==> config.mk <==
export PLATFORM = sky130hd
export DESIGN_NAME = sifive_scope_capture_ctrl
export DESIGN_NICKNAME = d
export VERILOG_FILES = /design/src/rtl/sifive_scope_pkg.sv /design/src/rtl/sifive_scope_sample_ram.sv /design/src/rtl/sifive_scope_capture_ctrl.sv
export SDC_FILE = /design/constraint.sdc
export NUM_CORES = 1
export LEC_CHECK = 0
export CAP_MARGIN = 30
export CORE_MARGIN = 4
export CORE_UTILIZATION = 63
export CTS_BUF_LIST = sky130_fd_sc_hd__clkbuf_8 sky130_fd_sc_hd__clkbuf_16
export DETAILED_ROUTE_END_ITERATION = 7
export PLACE_DENSITY = 0.84
export SLEW_MARGIN = 20
export SYNTH_ARGS = -nofsm -noshare
export SYNTH_HDL_FRONTEND = slang
export SYNTH_SLANG_ARGS = --single-unit
==> constraint.sdc <==
create_clock -name clock -period 10.59 [get_ports clock]
set_input_delay 1.059 -clock clock [delete_from_list [all_inputs] [get_ports clock]]
set_output_delay 1.059 -clock clock [all_outputs]
set_load 0.02 [all_outputs]
==> src/rtl/sifive_scope_pkg.sv <==
// Shared types for the scope capture sequencer: FSM state encoding and timestamp width.
// Timestamp storage is enabled by defining SIFIVE_SCOPE_CAPTURE_TIMESTAMP_EN.
package sifive_scope_pkg;

   localparam int TS_W = 16;

   localparam logic [1:0] ST_ENC_IDLE  = 2'd0;
   localparam logic [1:0] ST_ENC_ARMED = 2'd1;
   localparam logic [1:0] ST_ENC_POST  = 2'd2;
   localparam logic [1:0] ST_ENC_DONE  = 2'd3;

   typedef enum logic [1:0] {
      ST_IDLE  = ST_ENC_IDLE,
      ST_ARMED = ST_ENC_ARMED,
      ST_POST  = ST_ENC_POST,
      ST_DONE  = ST_ENC_DONE
   } scope_state_e;

endpackage

==> src/rtl/sifive_scope_sample_ram.sv <==
// Circular sample storage for the scope capture sequencer: one synchronous write port,
// one asynchronous read port. Contents are not reset; the controller tracks validity.
module sifive_scope_sample_ram #(
   parameter int WORD_W = 32,
   parameter int DEPTH  = 16,
   parameter int AW     = $clog2(DEPTH)
) (
   input  logic              clock,
   input  logic              wr_en,
   input  logic [AW-1:0]     wr_addr,
   input  logic [WORD_W-1:0] wr_data,
   input  logic [AW-1:0]     rd_addr,
   output logic [WORD_W-1:0] rd_data
);

   logic [WORD_W-1:0] mem [DEPTH];

   always_ff @(posedge clock) begin
      if (wr_en) mem[wr_addr] <= wr_data;
   end

   assign rd_data = mem[rd_addr];

endmodule

==> src/rtl/sifive_scope_capture_ctrl.sv <==
// Scope trigger/capture sequencer: pre-trigger history, post-trigger collection, oldest-first drain.
// Define SIFIVE_SCOPE_CAPTURE_TIMESTAMP_EN to store a 16-bit cycle stamp with every sample.
module sifive_scope_capture_ctrl
   import sifive_scope_pkg::*;
#(
   parameter int DATA_W = 32,
   parameter int DEPTH  = 16,
   parameter int CNT_W  = 8
) (
   input  logic              clock,
   input  logic              reset,
   input  logic              cfg_arm,
   input  logic              cfg_abort,
   input  logic [DATA_W-1:0] cfg_trig_mask,
   input  logic [DATA_W-1:0] cfg_trig_value,
   input  logic [CNT_W-1:0]  cfg_post_cnt,
   input  logic              tap_valid,
   input  logic              tap_clk_en,
   input  logic [DATA_W-1:0] tap_data,
   output logic              rd_valid,
   input  logic              rd_ready,
   output logic [DATA_W-1:0] rd_data,
`ifdef SIFIVE_SCOPE_CAPTURE_TIMESTAMP_EN
   output logic [TS_W-1:0]   rd_timestamp,
`endif
   output logic [1:0]        state_o,
   output logic              triggered,
   output logic              overflow
);

   localparam int AW = $clog2(DEPTH);
   localparam int CW = AW + 1;
`ifdef SIFIVE_SCOPE_CAPTURE_TIMESTAMP_EN
   localparam int WORD_W = DATA_W + TS_W;
`else
   localparam int WORD_W = DATA_W;
`endif

   scope_state_e      state;
   logic [AW-1:0]     wr_ptr;
   logic [AW-1:0]     rd_ptr;
   logic [CW-1:0]     count;
   logic [CNT_W-1:0]  post_rem;

   logic              sample;
   logic              hit;
   logic              capturing;
   logic              wr_en;
   logic              full;
   logic [WORD_W-1:0] wr_word;
   logic [WORD_W-1:0] rd_word;

   assign sample    = tap_valid & tap_clk_en;
   assign hit       = sample & ((tap_data & cfg_trig_mask) == (cfg_trig_value & cfg_trig_mask));
   assign capturing = (state == ST_ARMED) || (state == ST_POST);
   assign wr_en     = capturing & sample & ~cfg_abort;
   assign full      = (count == CW'(DEPTH));

`ifdef SIFIVE_SCOPE_CAPTURE_TIMESTAMP_EN
   logic [TS_W-1:0] ts_cnt;

   always_ff @(posedge clock or posedge reset) begin
      if (reset) ts_cnt <= '0;
      else       ts_cnt <= ts_cnt + TS_W'(1);
   end

   assign wr_word      = {ts_cnt, tap_data};
   assign rd_timestamp = rd_valid ? rd_word[DATA_W +: TS_W] : '0;
`else
   assign wr_word = tap_data;
`endif

   sifive_scope_sample_ram #(
      .WORD_W (WORD_W),
      .DEPTH  (DEPTH),
      .AW     (AW)
   ) u_ram (
      .clock   (clock),
      .wr_en   (wr_en),
      .wr_addr (wr_ptr),
      .wr_data (wr_word),
      .rd_addr (rd_ptr),
      .rd_data (rd_word)
   );

   // Stored-sample bookkeeping is shared by ARMED and POST; the case only handles transitions.
   always_ff @(posedge clock or posedge reset) begin
      if (reset) begin
         state     <= ST_IDLE;
         wr_ptr    <= '0;
         rd_ptr    <= '0;
         count     <= '0;
         post_rem  <= '0;
         triggered <= 1'b0;
         overflow  <= 1'b0;
      end else if (cfg_abort) begin
         state    <= ST_IDLE;
         wr_ptr   <= '0;
         rd_ptr   <= '0;
         count    <= '0;
         post_rem <= '0;
      end else begin
         if (wr_en) begin
            wr_ptr <= wr_ptr + AW'(1);
            if (full) begin
               rd_ptr   <= rd_ptr + AW'(1);
               overflow <= 1'b1;
            end else begin
               count <= count + CW'(1);
            end
         end

         case (state)
            ST_IDLE: begin
               if (cfg_arm) begin
                  state     <= ST_ARMED;
                  wr_ptr    <= '0;
                  rd_ptr    <= '0;
                  count     <= '0;
                  post_rem  <= '0;
                  triggered <= 1'b0;
                  overflow  <= 1'b0;
               end
            end
            ST_ARMED: begin
               if (hit) begin
                  triggered <= 1'b1;
                  post_rem  <= cfg_post_cnt;
                  state     <= (cfg_post_cnt == '0) ? ST_DONE : ST_POST;
               end
            end
            ST_POST: begin
               if (sample) begin
                  post_rem <= (post_rem == '0) ? '0 : post_rem - CNT_W'(1);
                  if (post_rem <= CNT_W'(1)) state <= ST_DONE;
               end
            end
            ST_DONE: begin
               if (count == '0) begin
                  state <= ST_IDLE;
               end else if (rd_ready) begin
                  rd_ptr <= rd_ptr + AW'(1);
                  count  <= count - CW'(1);
                  if (count == CW'(1)) state <= ST_IDLE;
               end
            end
            default: state <= ST_IDLE;
         endcase
      end
   end

   assign rd_valid = (state == ST_DONE) && (count != '0);
   assign rd_data  = rd_valid ? rd_word[DATA_W-1:0] : '0;
   assign state_o  = state;

endmodule
==> results of run 1 <==
kinds of logic (layout without fill, tap and decap cells):
group / count (synthesis) / after routing / share of synthesized area
DFF: 537 / 537 / 0.737
AOI/OAI and AO/OA: 72 / 72 / 0.0244
adders and majority gates: 17 / 17 / 0.00979
muxes: 162 / 162 / 0.167
and+or+nand+nor: 134 / 134 / 0.0322
xor gates and xnor gates: 39 / 39 / 0.0157
other: 0 / 4 / 0
buffers and inverters: 71 / 288 / 0.0143
power breakdown:
part           internal (mW)  total [mW]  switching [mW]
clock                  0.959        1.73           0.766
sequential              2.34        2.36          0.0137
combinational          0.116       0.301           0.184
per-stage QoR:
step	std cells	power [mW]	hold WS [ns]	util	worst slack [ns]
2_1_floorplan	1032	2.55	0.450	-	5.50
3_3_place_gp	1605	2.68	0.484	0.706	5.89
3_5_place_dp	1606	2.69	0.489	0.706	5.88
4_1_cts	1696	4.38	0.499	0.752	5.26
5_1_grt	1700	4.51	0.509	0.753	5.21
6_report	1701	4.38	0.492	0.753	5.40
worst max-delay path, cell delays in order, from the launching register on:
cell and delay [ns]:
sky130_fd_sc_hd__dfrtp_4 0.80, sky130_fd_sc_hd__buf_12 0.59, sky130_fd_sc_hd__mux4_2 0.62, sky130_fd_sc_hd__mux4_2 0.50, sky130_fd_sc_hd__and3_1 0.24, sky130_fd_sc_hd__clkdlybuf4s50_1 0.56
area by class of cell:
| type | count | area [um^2] | share of cell area |
|---|---|---|---|
| inverters | 19 | 71.3 | 0.00280 |
| well taps | 448 | 561 | 0.0220 |
| multi-input cells | 424 | 5490 | 0.216 |
| clock buffers | 52 | 1300 | 0.0511 |
| repair buffers | 179 | 1750 | 0.0688 |
| clock inverters | 38 | 256 | 0.0101 |
| flip-flops and latches | 537 | 16000 | 0.629 |
| diodes | 4 | 10.0 | 0.000393 |
sequential cells by signal (all words and copies together) (netlist names):
| signal | flops |
|---|---|
| u_ram.mem | 512 |
| post_rem | 8 |
| count | 5 |
| rd_ptr | 4 |
| wr_ptr | 4 |
| state_o | 2 |
| overflow | 1 |
| triggered | 1 |
worst max-delay path by stage:
stage,start,end,cells after the start
finish,rd_ptr[0]$_DFF_PP0_,rd_data[24],5
global route,rd_ptr[0]$_DFF_PP0_,rd_data[24],5
CTS,rd_ptr[1]$_DFF_PP0_,rd_data[30],5
floorplan,cfg_abort,u_ram.mem[0][0]$_DFFE_PP_,3
global placement,rd_ptr[1]$_DFF_PP0_,rd_data[30],5
detailed placement,rd_ptr[1]$_DFF_PP0_,rd_data[9],5
routing by layer:
metal	global-route usage	share of wire	vias to the layer above
met3	0.0462	0.11	140
met1	0.407	0.35	5910
met2	0.487	0.50	946
met5	0	0	-
met4	0.0913	0.036	0
li1	-	-	4672
layout by cell type (no fill, tap or decap), types with 17 or more instances in the layout:
master and n:
sky130_fd_sc_hd__edfxtp_1 512, sky130_fd_sc_hd__mux4_2 160, sky130_fd_sc_hd__clkdlybuf4s50_1 147, sky130_fd_sc_hd__clkbuf_16 52, sky130_fd_sc_hd__xor2_1 36, sky130_fd_sc_hd__and3_1 33
sky130_fd_sc_hd__inv_1 29, sky130_fd_sc_hd__buf_4 29, sky130_fd_sc_hd__nor2_1 26, sky130_fd_sc_hd__nand2_1 25, sky130_fd_sc_hd__dfrtp_1 21, sky130_fd_sc_hd__a22oi_1 20
sky130_fd_sc_hd__ha_1 17
==> parameters.txt, run 1 <==
Parameter                              Value

Logic synthesis
  Share of the synthesized area in the top cell type    0.708
  Post-Syn Area    0.0217 mm^2
  Most area-consuming cells after synthesis    sky130_fd_sc_hd__edfxtp_1 71%, sky130_fd_sc_hd__mux4_2 17%, sky130_fd_sc_hd__dfrtp_1 2.9%
  Most instantiated cells after synthesis    512 x sky130_fd_sc_hd__edfxtp_1, 160 x sky130_fd_sc_hd__mux4_2, 37 x sky130_fd_sc_hd__and3_1
  Post-synthesis register bit count    537
  Total nets after synthesis    1160
  Average footprint of a synthesized cell    21.0 um^2
  Number of unique standard cell types used by synthesis    53
  Synthesized netlist cell count    1032
  Cell accounting for the most synthesized area    sky130_fd_sc_hd__edfxtp_1
  Count leader, synth    sky130_fd_sc_hd__edfxtp_1
  Synth Flop Type    sky130_fd_sc_hd__edfxtp_1
  Synth warn    0
  Sequential share of the synthesized area    0.737
  FFs w/ async S/R, synth    0.0466
  EDFF count, synth    512

Clock network
  Worst skew pair latency    0.58 ns
  # resized after CTS    0
  Number of buffers on the longest clock path    3
  Number of levels the H-tree was split into    2
  Clock transition time at the flip-flop clock pins of the worst setup and hold paths    0.06 ns
  Post-CTS Setup Bufs    0
  Count of clock tree sinks    537
  Inserted Clock Buffers    51
  Root buf cell    sky130_fd_sc_hd__clkbuf_16
  TritonCTS clock tree    yes
  Number of buffers added to fix hold violations after cts    0

Placement
  Final RePlAce weighted congestion    0.853
  Half-perimeter wire length after detailed placement    29200 um
  I/O Buffers    147
  Cell area reported after detailed placement    0.0239 mm^2

Timing
  Slew at the pin closest to its max-slew limit    0.991 ns
  Final period util    0.490
  Highest clock rate    193 MHz
  Accumulated negative setup slack    0 ns
  Worst max-slew margin expressed relative to the limit    0.334
  Worst Skew    0.0203 ns
  Final hold violation count    0
  Minimum period implied by the final worst setup slack    5.19 ns
  Unrepaired setup endpoints after global routing    no
  Final setup vio count    0
  Fin. max-slew vios    0

Die
  Vertical die dimension    194 um
  Boundary pin count    148
  Core Footprint    0.0338 mm^2
  Initial core utilization    0.643
  Overall die area    0.0375 mm^2
  Width of the die    194 um
  Number of rows created at floorplan    67

Hold path
  Worst hold path stage count    1
  Hold Path Sink    overflow$_DFFE_PP0N_
  Class of the most critical hold timing path    reg2reg
  Beginning of the worst hold path    overflow$_DFFE_PP0N_

Worst setup path
  Crit-path max FO    104
  Startpoint types    flop
  Data arrival, critical path    4.13 ns
  Required time of the critical path    9.53 ns
  Endpoint class of the critical path    output port
  Worst reg2reg startpoint    state_o[0]$_DFFE_PP0P_
  FF-to-FF End    u_ram.mem[0][2]$_DFFE_PP_
  Setup CP Type    reg2out
  Reg2reg setup slack    6.91 ns
  Depth of the most critical reg-to-reg path    6

Power
  Pleak    8.12 nW
  Worst-case vdd ir drop    0.000138 V
  Power Dens Cells    172 mW/mm^2

Global route
  GRT overflow    0
  Maximum number of pins on one net before global-route repair    105
  Via count of the first global-routing pass    12100
  Global-route wire length before repair    80400 um
  Total routing resource utilization after global routing    0.291
  Number of antenna violations at the first check in global routing    5

Routing
  Average via count per standard cell    6.86
  Drt first-iter violations    1671
  Number of iterations in the first detailed-routing pass    5
  Detailed-route via count    11700
  Count of nets left with antenna violations after detail routing    0
  Number of design rule violations left after detail routing    0
  Routed len/inst    32.4 um
  Total wire length after detailed routing    55000 um

Finish
  Number of fillers in the final layout    1774
  Layout net count    1340
  Layout area overhead    17.2%
  Final standard cell area without fillers    0.0254 mm^2
  Layout cell share with drive strength beyond 1    0.229

Outcome
  Run status    finished, final reports clean

Job
  Maxcap violations    0
Power figures use the tool's default switching activity.
==> inputs of run 2 (changes only) <==
- CORE_UTILIZATION: 63 -> 59
- PLACE_DENSITY: 0.84 -> 0.8
- clock period: 10.59 -> 4.9 ns (I/O delays scaled with it)
==> run 2 against run 1 <==
Against the previous run: register-to-register slack lost 5.5 ns; routed wire length shrank 2.6%; non-clock buffer count grew 10; count of clock-buffer cells in the layout shrank 1; core utilization shrank 4.9 points; via count shrank 1.7%; global-route usage shrank 1.7 points; first-iteration DRC count shrank 25%; cell count grew 1.9%; combinational power grew 120%; sequential share of layout area shrank 0.54 points; critical path type unchanged; highest routed layer is now met5.
==> parameters.txt, run 2 (synthesized netlist as in run 1, its figures left out) <==
Parameter                              Value

Power
  Power Dens Cells    372 mW/mm^2 (+120%)
  Net switching power figure    2.08 mW (+120%)
  Cell-internal power    7.47 mW (+120%)
  Pleak    8.22 nW (+1.2%)
  Clock group share of total power    0.398 (+0.004)
  Sequential share of power    0.533 (-0.005)
  Worst-case vdd ir drop    0.000308 V (+120%)
  Final Total Pwr    9.55 mW (+120%)
  Proportion of power drawn by combinational gates    0.069 (about the same)
  Switching fraction of total power    0.218 (-0.00240)

Global route
  Via count of the first global-routing pass    11800 (-2.1%)
  Total routing resource utilization after global routing    0.274 (-0.0169)
  Maximum number of pins on one net before global-route repair    67 (-36%)
  Number of antenna violations at the first check in global routing    2 (-3)
  GRT overflow    0 (unchanged)
  Global-route wire length before repair    78600 um (-2.2%)

Hold path
  Class of the most critical hold timing path    in2async

Clock network
  Inserted Clock Buffers    51 (unchanged)
  Number of levels the H-tree was split into    2 (unchanged)
  # resized after CTS    0 (unchanged)
  Root buf cell    sky130_fd_sc_hd__clkbuf_16
  Number of buffers added to fix hold violations after cts    0 (unchanged)
  Number of buffers on the longest clock path    3 (unchanged)
  Clock transition time at the flip-flop clock pins of the worst setup and hold paths    0.06 ns (about the same)
  Worst skew pair latency    0.56 ns (-0.02 ns)
  Post-CTS Setup Bufs    0 (unchanged)
  Count of clock tree sinks    537 (unchanged)
  TritonCTS clock tree    yes

Finish
  Number of fillers in the final layout    2131 (+20%)
  Layout cell share with drive strength beyond 1    0.241 (+0.0117)
  Layout area overhead    18.2%
  Most common cell after layout, fill and taps aside    sky130_fd_sc_hd__edfxtp_1
  Registers with the highest flip-flop counts    u_ram.mem (512), post_rem (8), count (5)
  Area taken by multi-input logic gates    0.00549 mm^2 (unchanged)
  Most flop-heavy register    u_ram.mem
  Final standard cell area without fillers    0.0257 mm^2 (+0.86%)
  Commonest non-fill, non-tap cells in the layout    512 x sky130_fd_sc_hd__edfxtp_1, 160 x sky130_fd_sc_hd__mux4_2, 147 x sky130_fd_sc_hd__clkdlybuf4s50_1, 51 x sky130_fd_sc_hd__clkbuf_16, 36 x sky130_fd_sc_hd__xor2_1
  Max reg flops    512 (unchanged)
  Non-filler cells, final    1733 (+1.9%)
  Sequential cell area    0.0160 mm^2 (unchanged)
  Final cell utilization of the core    0.704 (-0.0488)
  Layout net count    1350 (+0.75%)

Placement
  Half-perimeter wire length after detailed placement    30800 um (+5.4%)
  Pre-CTS worst setup slack    1.17 ns (-4.71 ns)
  Final RePlAce weighted congestion    0.855 (+0.22%)
  I/O Buffers    147 (unchanged)
  Cell area reported after detailed placement    0.0240 mm^2 (+0.76%)
  Placed instance count    1636 (+1.9%)

Worst setup path
  Slowest stage cell on the critical path    sky130_fd_sc_hd__dfrtp_4
  Depth of the most critical reg-to-reg path    6 (unchanged)
  Setup CP Type    reg2out
  Largest stage delay on the critical path    0.75 ns (-0.05 ns)
  Family with the most delay on the worst path    multiplexers
  Launching instance or port of the critical path    rd_ptr[0]$_DFF_PP0_
  Worst reg2reg startpoint    state_o[0]$_DFFE_PP0P_
  Cell breakdown of the critical path    buf_12 > mux4_2 > mux4_2 > and3_1 > clkdlybuf4s50_1
  Startpoint types    flop
  Endpoint class of the critical path    output port
  Crit-path max FO    48 (-54%)
  Instance count on the critical path    5 (unchanged)
  Most frequent cell on the critical path    sky130_fd_sc_hd__mux4_2
  FF-to-FF End    u_ram.mem[1][23]$_DFFE_PP_
  Data arrival, critical path    3.74 ns (-0.39 ns)
  Buf/Inv on CP    2 (unchanged)
  Required time of the critical path    4.41 ns (-5.12 ns)
  Reg2reg setup slack    1.40 ns (-5.51 ns)
  Last element of the critical path    rd_data[20]

Routing
  Average via count per standard cell    6.62 (-3.5%)
  Drt first-iter violations    1249 (-25%)
  Detailed-route via count    11500 (-1.7%)
  Total wire length after detailed routing    53600 um (-2.6%)
  Routed len/inst    30.9 um (-4.4%)
  Number of iterations in the first detailed-routing pass    5 (unchanged)
  Count of nets left with antenna violations after detail routing    0 (unchanged)
  Number of design rule violations left after detail routing    0 (unchanged)

Die
  Overall die area    0.0399 mm^2 (+6.5%)
  Boundary pin count    148 (unchanged)
  Number of rows created at floorplan    70 (+4.5%)
  Vertical die dimension    200 um (+3.2%)
  Core Footprint    0.0364 mm^2 (+7.8%)
  Width of the die    200 um (+3.2%)
  Initial core utilization    0.596 (-0.0468)

Timing
  Minimum period implied by the final worst setup slack    4.23 ns
  Highest clock rate    237 MHz
  Fin. max-slew vios    0 (unchanged)
  Unrepaired setup endpoints after global routing    no
  Final setup vio count    0 (unchanged)
  Worst setup margin    0.675 ns (-4.73 ns)
  Final period util    0.862
  Final hold violation count    0 (unchanged)
  Worst max-slew margin expressed relative to the limit    0.309 (-0.0246)
  Worst hold slack across all endpoints    0.162 ns (-0.330 ns)
  Slew at the pin closest to its max-slew limit    1.03 ns (+0.0366 ns)
  Accumulated negative setup slack    0 ns (unchanged)
  Worst Skew    0.0160 ns (-0.00424 ns)

Job
  Maxcap violations    0 (unchanged)

Outcome
  Run status    finished, final reports clean
## run 2: power groups by stage
| stage | sequential, mW | clock (mW) | combinational, mW |
|---|---|---|---|
| 2_1_floorplan | 5.19 | 0 | 0.325 |
| 3_3_place_gp | 5.18 | 0 | 0.630 |
| 3_5_place_dp | 5.19 | 0 | 0.643 |
| 4_1_cts | 5.09 | 3.84 | 0.650 |
| 5_1_grt | 5.09 | 4.06 | 0.712 |
| 6_report | 5.09 | 3.80 | 0.661 |
## run 2: cell type report
class                      instances  area share
inverter                          19     0.00278
clock inverter                    43      0.0127
tap                              468      0.0228
timing repair buffer             189      0.0743
antenna                            2    0.000195
sequential                       537       0.624
clock buffer                      51      0.0497
multi-input combinational        424       0.214
## run 2: worst min path at each step
| stage | slack, ns | end | from |
|---|---|---|---|
| 5_1_grt | 0.16 | count[3]$_DFF_PP0_ | reset |
| 3_5_place_dp | 0.48 | overflow$_DFFE_PP0N_ | overflow$_DFFE_PP0N_ |
| 2_1_floorplan | 0.45 | post_rem[6]$_DFFE_PP0P_ | post_rem[6]$_DFFE_PP0P_ |
| 4_1_cts | 0.48 | count[3]$_DFF_PP0_ | reset |
| 3_3_place_gp | 0.48 | post_rem[6]$_DFFE_PP0P_ | post_rem[6]$_DFFE_PP0P_ |
| 6_report | 0.16 | count[3]$_DFF_PP0_ | reset |
## run 2: per-layer routing
metal,GRT usage,wire [um],vias up
met5,0,11,-
met4,0.0984,2190,2
met3,0.0599,5040,131
met2,0.455,27200,676
met1,0.368,19100,5949
li1,-,-,4708
## run 2: worst reg2reg max path, stage by stage, from the launching register on
cell,delay [ns]
sky130_fd_sc_hd__dfrtp_1,0.46
sky130_fd_sc_hd__inv_1,0.13
sky130_fd_sc_hd__ha_1,0.40
sky130_fd_sc_hd__nor2b_1,0.25
sky130_fd_sc_hd__nand3_1,0.47
sky130_fd_sc_hd__nor4_2,0.94
sky130_fd_sc_hd__buf_4,0.49
==> inputs of run 3 (changes only) <==
- SLEW_MARGIN: 20 -> default
==> run 3 against run 2 <==
Against the previous run: maximum frequency about the same; count of clock-buffer cells in the layout unchanged; worst setup slack better by 0.00062 ns; critical path depth unchanged; clock skew about the same; cell count unchanged; clock power about the same; non-clock buffer count unchanged; critical path type unchanged; critical endpoint unchanged; largest power group unchanged.
==> parameters.txt, run 3 (synthesized netlist as in run 1, its figures left out) <==
Parameter                              Value

Outcome
  Run status    finished, final reports clean

Global route
  Maximum number of pins on one net before global-route repair    67 (unchanged)
  Total routing resource utilization after global routing    0.274 (unchanged)
  Via count of the first global-routing pass    11800 (unchanged)
  Global-route wire length before repair    78600 um (unchanged)
  GRT overflow    0 (unchanged)
  Number of antenna violations at the first check in global routing    2 (unchanged)

Clock network
  Inserted Clock Buffers    51 (unchanged)
  # resized after CTS    0 (unchanged)
  Number of buffers added to fix hold violations after cts    0 (unchanged)
  Number of levels the H-tree was split into    2 (unchanged)
  Clock transition time at the flip-flop clock pins of the worst setup and hold paths    0.06 ns (about the same)
  Root buf cell    sky130_fd_sc_hd__clkbuf_16
  Worst skew pair latency    0.56 ns (about the same)
  Post-CTS Setup Bufs    0 (unchanged)
  Number of buffers on the longest clock path    3 (unchanged)
  Count of clock tree sinks    537 (unchanged)
  TritonCTS clock tree    yes

Routing
  Average via count per standard cell    6.62 (about the same)
  Number of iterations in the first detailed-routing pass    5 (unchanged)
  Number of design rule violations left after detail routing    0 (unchanged)
  Detailed-route via count    11500 (+0.070%)
  Count of nets left with antenna violations after detail routing    0 (unchanged)
  Total wire length after detailed routing    53600 um (about the same)
  Routed len/inst    30.9 um (about the same)
  Drt first-iter violations    1249 (unchanged)

Timing
  Final setup vio count    0 (unchanged)
  Fin. max-slew vios    0 (unchanged)
  Minimum period implied by the final worst setup slack    4.22 ns (-0.000615 ns)
  Slew at the pin closest to its max-slew limit    1.03 ns (+0.00177 ns)
  Worst max-slew margin expressed relative to the limit    0.308 (-0.00119)
  Highest clock rate    237 MHz (about the same)
  Final period util    0.862 (about the same)
  Unrepaired setup endpoints after global routing    no
  Final hold violation count    0 (unchanged)
  Worst Skew    0.0161 ns (+0.0000469 ns)

Die
  Width of the die    200 um (unchanged)
  Initial core utilization    0.596 (unchanged)
  Number of rows created at floorplan    70 (unchanged)
  Boundary pin count    148 (unchanged)
  Vertical die dimension    200 um (unchanged)
  Core Footprint    0.0364 mm^2 (unchanged)
  Overall die area    0.0399 mm^2 (unchanged)

Worst setup path
  Crit-path max FO    48 (unchanged)
  FF-to-FF End    u_ram.mem[1][23]$_DFFE_PP_
  Data arrival, critical path    3.73 ns (about the same)
  Required time of the critical path    4.41 ns (about the same)
  Depth of the most critical reg-to-reg path    6 (unchanged)
  Endpoint class of the critical path    output port
  Reg2reg setup slack    1.40 ns (about the same)
  Setup CP Type    reg2out
  Worst reg2reg startpoint    state_o[0]$_DFFE_PP0P_
  Startpoint types    flop

Finish
  Non-filler cells, final    1733 (unchanged)
  Layout area overhead    18.2% (unchanged)
  Commonest non-fill, non-tap cells in the layout    512 x sky130_fd_sc_hd__edfxtp_1, 160 x sky130_fd_sc_hd__mux4_2, 147 x sky130_fd_sc_hd__clkdlybuf4s50_1, 51 x sky130_fd_sc_hd__clkbuf_16, 36 x sky130_fd_sc_hd__xor2_1
  Final standard cell area without fillers    0.0257 mm^2 (unchanged)
  Max reg flops    512 (unchanged)
  Most flop-heavy register    u_ram.mem
  Most common cell after layout, fill and taps aside    sky130_fd_sc_hd__edfxtp_1
  Layout net count    1350 (unchanged)
  Layout cell share with drive strength beyond 1    0.241 (unchanged)
  Registers with the highest flip-flop counts    u_ram.mem (512), post_rem (8), count (5)

Power
  Pleak    8.22 nW (about the same)
  Final Total Pwr    9.55 mW (about the same)
  Power Dens Cells    372 mW/mm^2 (about the same)
  Worst-case vdd ir drop    0.000308 V (about the same)

Hold path
  Class of the most critical hold timing path    in2async

Placement
  Half-perimeter wire length after detailed placement    30800 um (unchanged)
  Final RePlAce weighted congestion    0.855 (unchanged)
  Placed instance count    1636 (unchanged)
  I/O Buffers    147 (unchanged)
  Cell area reported after detailed placement    0.0240 mm^2 (unchanged)

Job
  Maxcap violations    0 (unchanged)
run 3: cell count changes in the layout (fill, tap and decap cells not counted), sizes merged:
cell	before	now
clkinv	26	25
inv	28	29
run 3: routing by layer:
layer / routed length, um / global-route usage / up-vias
met5: 11 / 0 / -
met1: 19200 / 0.368 / 5948
met3: 5010 / 0.0599 / 133
met4: 2200 / 0.0984 / 2
met2: 27200 / 0.455 / 683
li1: - / - / 4708
run 3: area by class of cell:
| class | count | area (um^2) |
|---|---|---|
| inverters | 19 | 71.3 |
| clock inverters | 43 | 325 |
| flip-flops and latches | 537 | 16000 |
| diodes | 2 | 5.00 |
| fillers | 2131 | 10800 |
| clock buffers | 51 | 1280 |
| repair buffers | 189 | 1910 |
| well taps | 468 | 586 |
| multi-input cells | 424 | 5490 |
run 3: worst max-delay path by stage:
stage | start | endpoint | cells past startpoint
after floorplan | state_o[0]$_DFFE_PP0P_ | u_ram.mem[0][0]$_DFFE_PP_ | 5
after global placement | cfg_abort | u_ram.mem[1][17]$_DFFE_PP_ | 5
after detailed placement | cfg_abort | u_ram.mem[1][17]$_DFFE_PP_ | 5
after CTS | rd_ptr[0]$_DFF_PP0_ | rd_data[20] | 5
after global routing | rd_ptr[0]$_DFF_PP0_ | rd_data[20] | 5
final | rd_ptr[0]$_DFF_PP0_ | rd_data[20] | 5
run 3: per-stage QoR:
| stage | utilization | hold slack [ns] | TNS (ns) | setup WS (ns) |
|---|---|---|---|---|
| floorplan | - | 0.450 | -19.09 | -0.149 |
| detailed placement | 0.660 | 0.483 | 0 | 1.17 |
| global placement | 0.659 | 0.481 | 0 | 1.25 |
| global route | 0.704 | 0.203 | 0 | 0.523 |
| finish | 0.704 | 0.200 | 0 | 0.675 |
| CTS | 0.704 | 0.485 | 0 | 0.633 |
run 3: power breakdown:
group          internal (mW)  switching (mW)
Combinational          0.255           0.405
Clock                   2.15            1.64
Sequential              5.06          0.0301
Total                   7.47            2.08
run 3: worst max-delay path: stages, from the launching register on:
cell	delay (ns)
sky130_fd_sc_hd__dfrtp_4	0.75
sky130_fd_sc_hd__buf_12	0.42
sky130_fd_sc_hd__mux4_2	0.62
sky130_fd_sc_hd__mux4_2	0.49
sky130_fd_sc_hd__and3_1	0.24
sky130_fd_sc_hd__clkdlybuf4s50_1	0.56
